**config.mk**
```make
export PLATFORM = sky130hd
export DESIGN_NAME = fp_issue_ctrl
export DESIGN_NICKNAME = d
export VERILOG_FILES = /design/src/rtl/fp_issue_ctrl.sv
export SDC_FILE = /design/constraint.sdc
export NUM_CORES = 1
export LEC_CHECK = 0
export BUFFER_PORTS_ARGS = -buffer_cell sky130_fd_sc_hd__buf_2
export CORE_AREA = 2 2 82 84
export DETAILED_ROUTE_END_ITERATION = 8
export DIE_AREA = 0 0 84 86
export GPL_TIMING_DRIVEN = 0
export PLACE_DENSITY = 0.78
export SETUP_SLACK_MARGIN = 0.05
export SYNTH_ARGS = -nofsm -noshare
export SYNTH_HDL_FRONTEND = slang
export SYNTH_SLANG_ARGS = --single-unit
```
**constraint.sdc**
```tcl
create_clock -name clk_i -period 1.88 [get_ports clk_i]
set_input_delay 0.282 -clock clk_i [delete_from_list [all_inputs] [get_ports clk_i]]
set_output_delay 0.282 -clock clk_i [all_outputs]
set_load 0.02 [all_outputs]
```
**src/rtl/fp_issue_ctrl.sv**
```systemverilog
// Single-outstanding FP issue/writeback controller sitting between the FP decoder and the FPU.
// Owns the FP register-file write port (FP loads take priority), sticky fflags and hung-FPU recovery.
module fp_issue_ctrl #(
    parameter int FLEN           = 32,
    parameter int TIMEOUT_CYCLES = 64
) (
    input  logic            clk_i,
    input  logic            rst_i,

    input  logic            dec_valid_i,
    input  logic            dec_fpu_op_i,
    input  logic [4:0]      dec_rd_i,
    input  logic            dec_fp_wb_i,
    input  logic            dec_int_wb_i,
    output logic            stall_o,
    output logic            busy_o,

    output logic            fpu_in_valid_o,
    input  logic            fpu_in_ready_i,
    input  logic            fpu_out_valid_i,
    output logic            fpu_out_ready_o,
    input  logic [FLEN-1:0] fpu_result_i,
    input  logic [4:0]      fpu_status_i,
    output logic            fpu_flush_o,

    input  logic            load_wb_valid_i,
    input  logic [4:0]      load_wb_addr_i,
    input  logic [FLEN-1:0] load_wb_data_i,

    output logic            fp_rf_we_o,
    output logic [4:0]      fp_rf_waddr_o,
    output logic [FLEN-1:0] fp_rf_wdata_o,

    output logic            int_wb_valid_o,
    output logic [FLEN-1:0] int_wb_data_o,

    output logic [4:0]      fflags_o,
    input  logic            fflags_clr_i,
    output logic            timeout_o
);

    localparam logic [1:0] S_IDLE  = 2'd0;
    localparam logic [1:0] S_ISSUE = 2'd1;
    localparam logic [1:0] S_EXEC  = 2'd2;
    localparam logic [1:0] S_WB    = 2'd3;

    // The counter only has to reach TIMEOUT_CYCLES-1 before EXEC is abandoned.
    localparam int              CW       = $clog2(TIMEOUT_CYCLES);
    localparam logic [CW-1:0]   CNT_LAST = CW'(TIMEOUT_CYCLES - 1);

    logic [1:0]      r_state;
    logic [4:0]      r_rd;
    logic            r_fp_wb;
    logic            r_int_wb;
    logic [FLEN-1:0] r_hold;
    logic [4:0]      r_fflags;
    logic            r_timeout;
    logic [CW-1:0]   r_cnt;
    logic            r_int_wb_valid;
    logic            r_flush;

    logic            w_capture;
    logic            w_fpu_write;

    assign w_capture   = (r_state == S_EXEC) && fpu_out_valid_i;
    assign w_fpu_write = (r_state == S_WB) && r_fp_wb && !load_wb_valid_i;

    // NOTE: sequential state uses non-blocking assignments only, so every register samples pre-edge values.
    always_ff @(posedge clk_i or posedge rst_i) begin
        if (rst_i) begin
            r_state        <= S_IDLE;
            r_rd           <= '0;
            r_fp_wb        <= 1'b0;
            r_int_wb       <= 1'b0;
            r_hold         <= '0;
            r_timeout      <= 1'b0;
            r_cnt          <= '0;
            r_int_wb_valid <= 1'b0;
            r_flush        <= 1'b0;
        end else begin
            r_int_wb_valid <= 1'b0;
            r_flush        <= 1'b0;
            case (r_state)
                S_IDLE: begin
                    if (dec_valid_i && dec_fpu_op_i) begin
                        r_rd     <= dec_rd_i;
                        r_fp_wb  <= dec_fp_wb_i;
                        r_int_wb <= dec_int_wb_i;
                        r_state  <= S_ISSUE;
                    end
                end
                S_ISSUE: begin
                    if (fpu_in_ready_i) begin
                        r_cnt   <= '0;
                        r_state <= S_EXEC;
                    end
                end
                S_EXEC: begin
                    r_cnt <= r_cnt + CW'(1);
                    if (fpu_out_valid_i) begin
                        r_hold  <= fpu_result_i;
                        r_state <= S_WB;
                    end else if (r_cnt == CNT_LAST) begin
                        r_flush   <= 1'b1;
                        r_timeout <= 1'b1;
                        r_state   <= S_IDLE;
                    end
                end
                default: begin
                    // An FP result waits here while FP loads keep the write port busy.
                    if (r_fp_wb) begin
                        if (!load_wb_valid_i) begin
                            r_state <= S_IDLE;
                        end
                    end else begin
                        r_int_wb_valid <= r_int_wb;
                        r_state        <= S_IDLE;
                    end
                end
            endcase
        end
    end

    // A clear coinciding with a capture keeps the new flags rather than dropping them.
    always_ff @(posedge clk_i or posedge rst_i) begin
        if (rst_i) begin
            r_fflags <= '0;
        end else if (w_capture) begin
            r_fflags <= fflags_clr_i ? fpu_status_i : (r_fflags | fpu_status_i);
        end else if (fflags_clr_i) begin
            r_fflags <= '0;
        end
    end

    // NOTE: every output of this block gets a default first, so no latch can be inferred.
    always_comb begin
        fp_rf_we_o    = 1'b0;
        fp_rf_waddr_o = '0;
        fp_rf_wdata_o = '0;
        if (load_wb_valid_i) begin
            fp_rf_we_o    = 1'b1;
            fp_rf_waddr_o = load_wb_addr_i;
            fp_rf_wdata_o = load_wb_data_i;
        end else if (w_fpu_write) begin
            fp_rf_we_o    = 1'b1;
            fp_rf_waddr_o = r_rd;
            fp_rf_wdata_o = r_hold;
        end
    end

    assign busy_o          = (r_state != S_IDLE);
    assign stall_o         = dec_valid_i && dec_fpu_op_i && (r_state != S_IDLE);
    assign fpu_in_valid_o  = (r_state == S_ISSUE);
    assign fpu_out_ready_o = (r_state == S_EXEC);
    assign fpu_flush_o     = r_flush;
    assign int_wb_valid_o  = r_int_wb_valid;
    assign int_wb_data_o   = r_hold;
    assign fflags_o        = r_fflags;
    assign timeout_o       = r_timeout;

endmodule
```
==> impl_metrics.csv <==
group,metric,value,unit
logic_synthesis,yosys.area.top_type,"dfrtp_1",
timing,relSlewSlack,62.7,%
placement,place_hpwl,6080,um
clock_network,cts_max_level,2,
clock_network,root_buffer,"clkbuf_8",
critical_path,crit_path_start,"r_state[1]",
outcome,status,"finished, violations left",
pwr,p_sw_share,41.5,%
logic_synthesis,async_flop_share,100,%
timing,min_period,1.91,ns
global_route,grt_pass1_vias,2721,
clock_network,numCtsBuffers,5,
logic_synthesis,synth_seq_cells,55,
floorplan,placeableCoreArea,6280,um^2
logic_synthesis,synth_area_leaders,"dfrtp_1 53%, nand2_1 16%, a22o_1 13%, mux2_2 3.0%, ha_1 2.4%",
critical_path,r2r-end,"r_state[0]",
global_route,antenna_found_initial,0,
cells_and_area,design_area,4210,um^2
route,vias,2749,
floorplan,ios,171,
floorplan,die_h,86,um
pwr,switching_power,2.25,mW
clock_network,clkLatencyLatePin,0.30,ns
cells_and_area,synthToLayoutAreaGrowth,60.6,%
pwr,pwr-share-clk,14.8,%
logic_synthesis,synth_area_per_cell,9.36,um^2
pwr,p_int,3.18,mW
logic_synthesis,ys_seq_area_share,52.5,%
placement,port_buffers,170,
cells_and_area,insertedDiodeCount,0,
logic_synthesis,yosys_warnings,0,
critical_path,path_class,"register to output pin",
placement,routabilityCongestion,0.837,
route,antenna_left,0,
logic_synthesis,synth.distinct_cells,27,
timing,grt_setup_unrepaired,"true",
critical_path,cp-start-kind,"register",
clock_network,numClockSinks,55,
logic_synthesis,synth_top_flop_cell,"dfrtp_1",
critical_path,crit_path_end_kind,"output pin",
outcome,violations,"negative setup slack",
route,viasPerCell,5.02,
logic_synthesis,syn_area,2620,um^2
floorplan,rows,29,
logic_synthesis,synth_edf_count,0,
logic_synthesis,synth_top_area_share,52.5,%
timing,skew,0.0105,ns
route,drt_iter0_drc,82,
timing,max_freq,523,MHz
clock_network,clk_path_buf_depth,2,
global_route,overflow,0,
critical_path,crit_required,1.60,ns
clock_network,cts_hold_buf,0,
logic_synthesis,yosys.cell_count.top_type,"nand2_1",
global_route,grt_pass1_wl,12600,um
min_path,hp-class,"primary input to asynchronous set/reset pin",
clock_network,cts_tree,"yes",
timing,setup_ws,-0.0303,ns
logic_synthesis,syn_nets,374,
timing,slew_viol_final,0,
job,cap_violations,0,
pwr,power.density,1290,nW/um^2
critical_path,critical_path.endpoint,"fp_rf_wdata_o[7]",
route,avgRoutedWirePerCell,15.0,um
critical_path,crit_path_max_fanout,5,
pwr,p_seq_share,37.0,%
cells_and_area,drive_gt1_share,47.1,%
critical_path,r2r_start,"r_state[0]",
timing,period_share,102,%
pwr,pwr-share-comb,48.1,%
floorplan,dieWidth,84,um
global_route,track_usage,21.8,%
timing,setup_viol,17,
global_route,grt_max_degree,32,
floorplan,die-area,7220,um^2
critical_path,critical_path_arrival,1.63,ns
route,drc,0,
critical_path,regToRegSetupSlack,0.04,ns
timing,hold_viol,0,
cells_and_area,nets,564,
pwr,leakage,2.30,nW
pwr,vdd_drop_max,0.966,mV
logic_synthesis,synthTopCellsByCount,"109 x nand2_1, 55 x dfrtp_1, 39 x a22o_1",
cells_and_area,fill_cells,516,
placement,dpl_cell_area,3590,um^2
timing,worst_slew_pin_slew,0.559,ns
logic_synthesis,synthCells,280,
floorplan,start_util,41.7,%
clock_network,clk_pin_slew,0.10,ns
route,routed_wl,8220,um
timing,hold_ws,0.00922,ns
critical_path,r2r_cells,7,
route,drtPass1Iterations,4,
state kept, by name (all words and copies together) (netlist names):
signal / flops
fflags_o: 5
int_wb_valid_o: 1
r_fp_wb: 1
r_cnt: 6
r_int_wb: 1
int_wb_data_o: 32
fpu_flush_o: 1
timeout_o: 1
r_rd: 5
r_state: 2
critical path, stage by stage (launching register included):
cell       delay (ns)
dfrtp_1          0.42
ha_4             0.18
nand2_4          0.07
nor2_4           0.04
buf_12           0.13
clkbuf_16        0.15
a22o_1           0.19
buf_6            0.13
cells by family (layout without fill, tap and decap cells):
logic type | after synthesis | in the layout | synth area share (%)
multiplexers | 11 | 11 | 4.73
XOR/XNOR | 1 | 1 | 0.334
adder cells (fa/ha/maj) | 5 | 5 | 2.39
AO/OA/AOI/OAI | 53 | 53 | 16.1
AND/OR/NAND/NOR | 130 | 130 | 19.9
buffers and inverters | 25 | 216 | 4.01
flip-flops | 55 | 55 | 52.5
layout by cell type, fill, tap and decap left out, types with 3 or more instances in the layout:
cell	instances
buf_2	135
nand2_1	107
dfrtp_1	55
buf_6	47
a22o_1	39
inv_1	8
o21ai_0	8
mux2_2	7
buf_4	6
nor2_1	6
clkbuf_8	6
nand3_1	4
nand2b_1	3
a21oi_1	3
clkbuf_1	3
buf_12	3
ha_4	3
repair_timing:
item	4_1_cts	5_1_grt
gates cloned	1	1
setup endpoints to repair	57	70
resized for setup	93	26
buffers inserted	10	1
pin swaps	7	13
endpoints found under the hold margin	0	0
power groups by stage:
stage	logic, mW	registers, mW	clock network, mW
floorplan	1.04	2.37	0
global placement	2.15	2.00	0
detailed placement	2.22	2.03	0
CTS	2.45	1.99	0.833
global route	2.84	2.06	0.880
finish	2.61	2.01	0.805
through the flow:
step	util (%)	setup TNS, ns	worst slack [ns]	power, mW	cells
6_report	67.0	-0.251	-0.0303	5.43	548
2_1_floorplan	-	0	0.132	3.41	280
3_5_place_dp	57.1	-3.71	-0.181	4.25	528
3_3_place_gp	56.8	-26.07	-0.432	4.15	527
5_1_grt	67.0	-2.66	-0.102	5.79	548
4_1_cts	65.0	-0.782	-0.0420	5.27	546
worst min-delay path by stage:
stage / from / end / slack [ns] / cells after the start
after global routing: rst_i / fflags_o[3] / 0.04 / 2
final: rst_i / fflags_o[3] / 0.009 / 2
after detailed placement: rst_i / fflags_o[3] / 0.36 / 2
after global placement: timeout_o / timeout_o / 0.45 / 1
after floorplan: fflags_clr_i / fflags_o[4] / 0.38 / 1
after CTS: rst_i / fflags_o[3] / 0.02 / 2
layer usage:
metal	up-vias	share of wire [%]	track usage [%]
li1	1333	-	-
met1	1304	38	25.5
met2	106	54	41.2
met3	6	6.3	4.62
met4	0	0.83	4.99
met5	-	0	0
area by class of cell:
class	count	area, um^2	share of cell area, %
tap	77	96.3	2.29
timing repair buffer	183	1240	29.5
clock buffer	6	82.6	1.96
buffer	15	130	3.09
sequential	55	1380	32.7
clock inverter	2	35.0	0.833
inverter	10	37.5	0.892
multi-input combinational	200	1210	28.7
(Power assumes the default switching activity.)
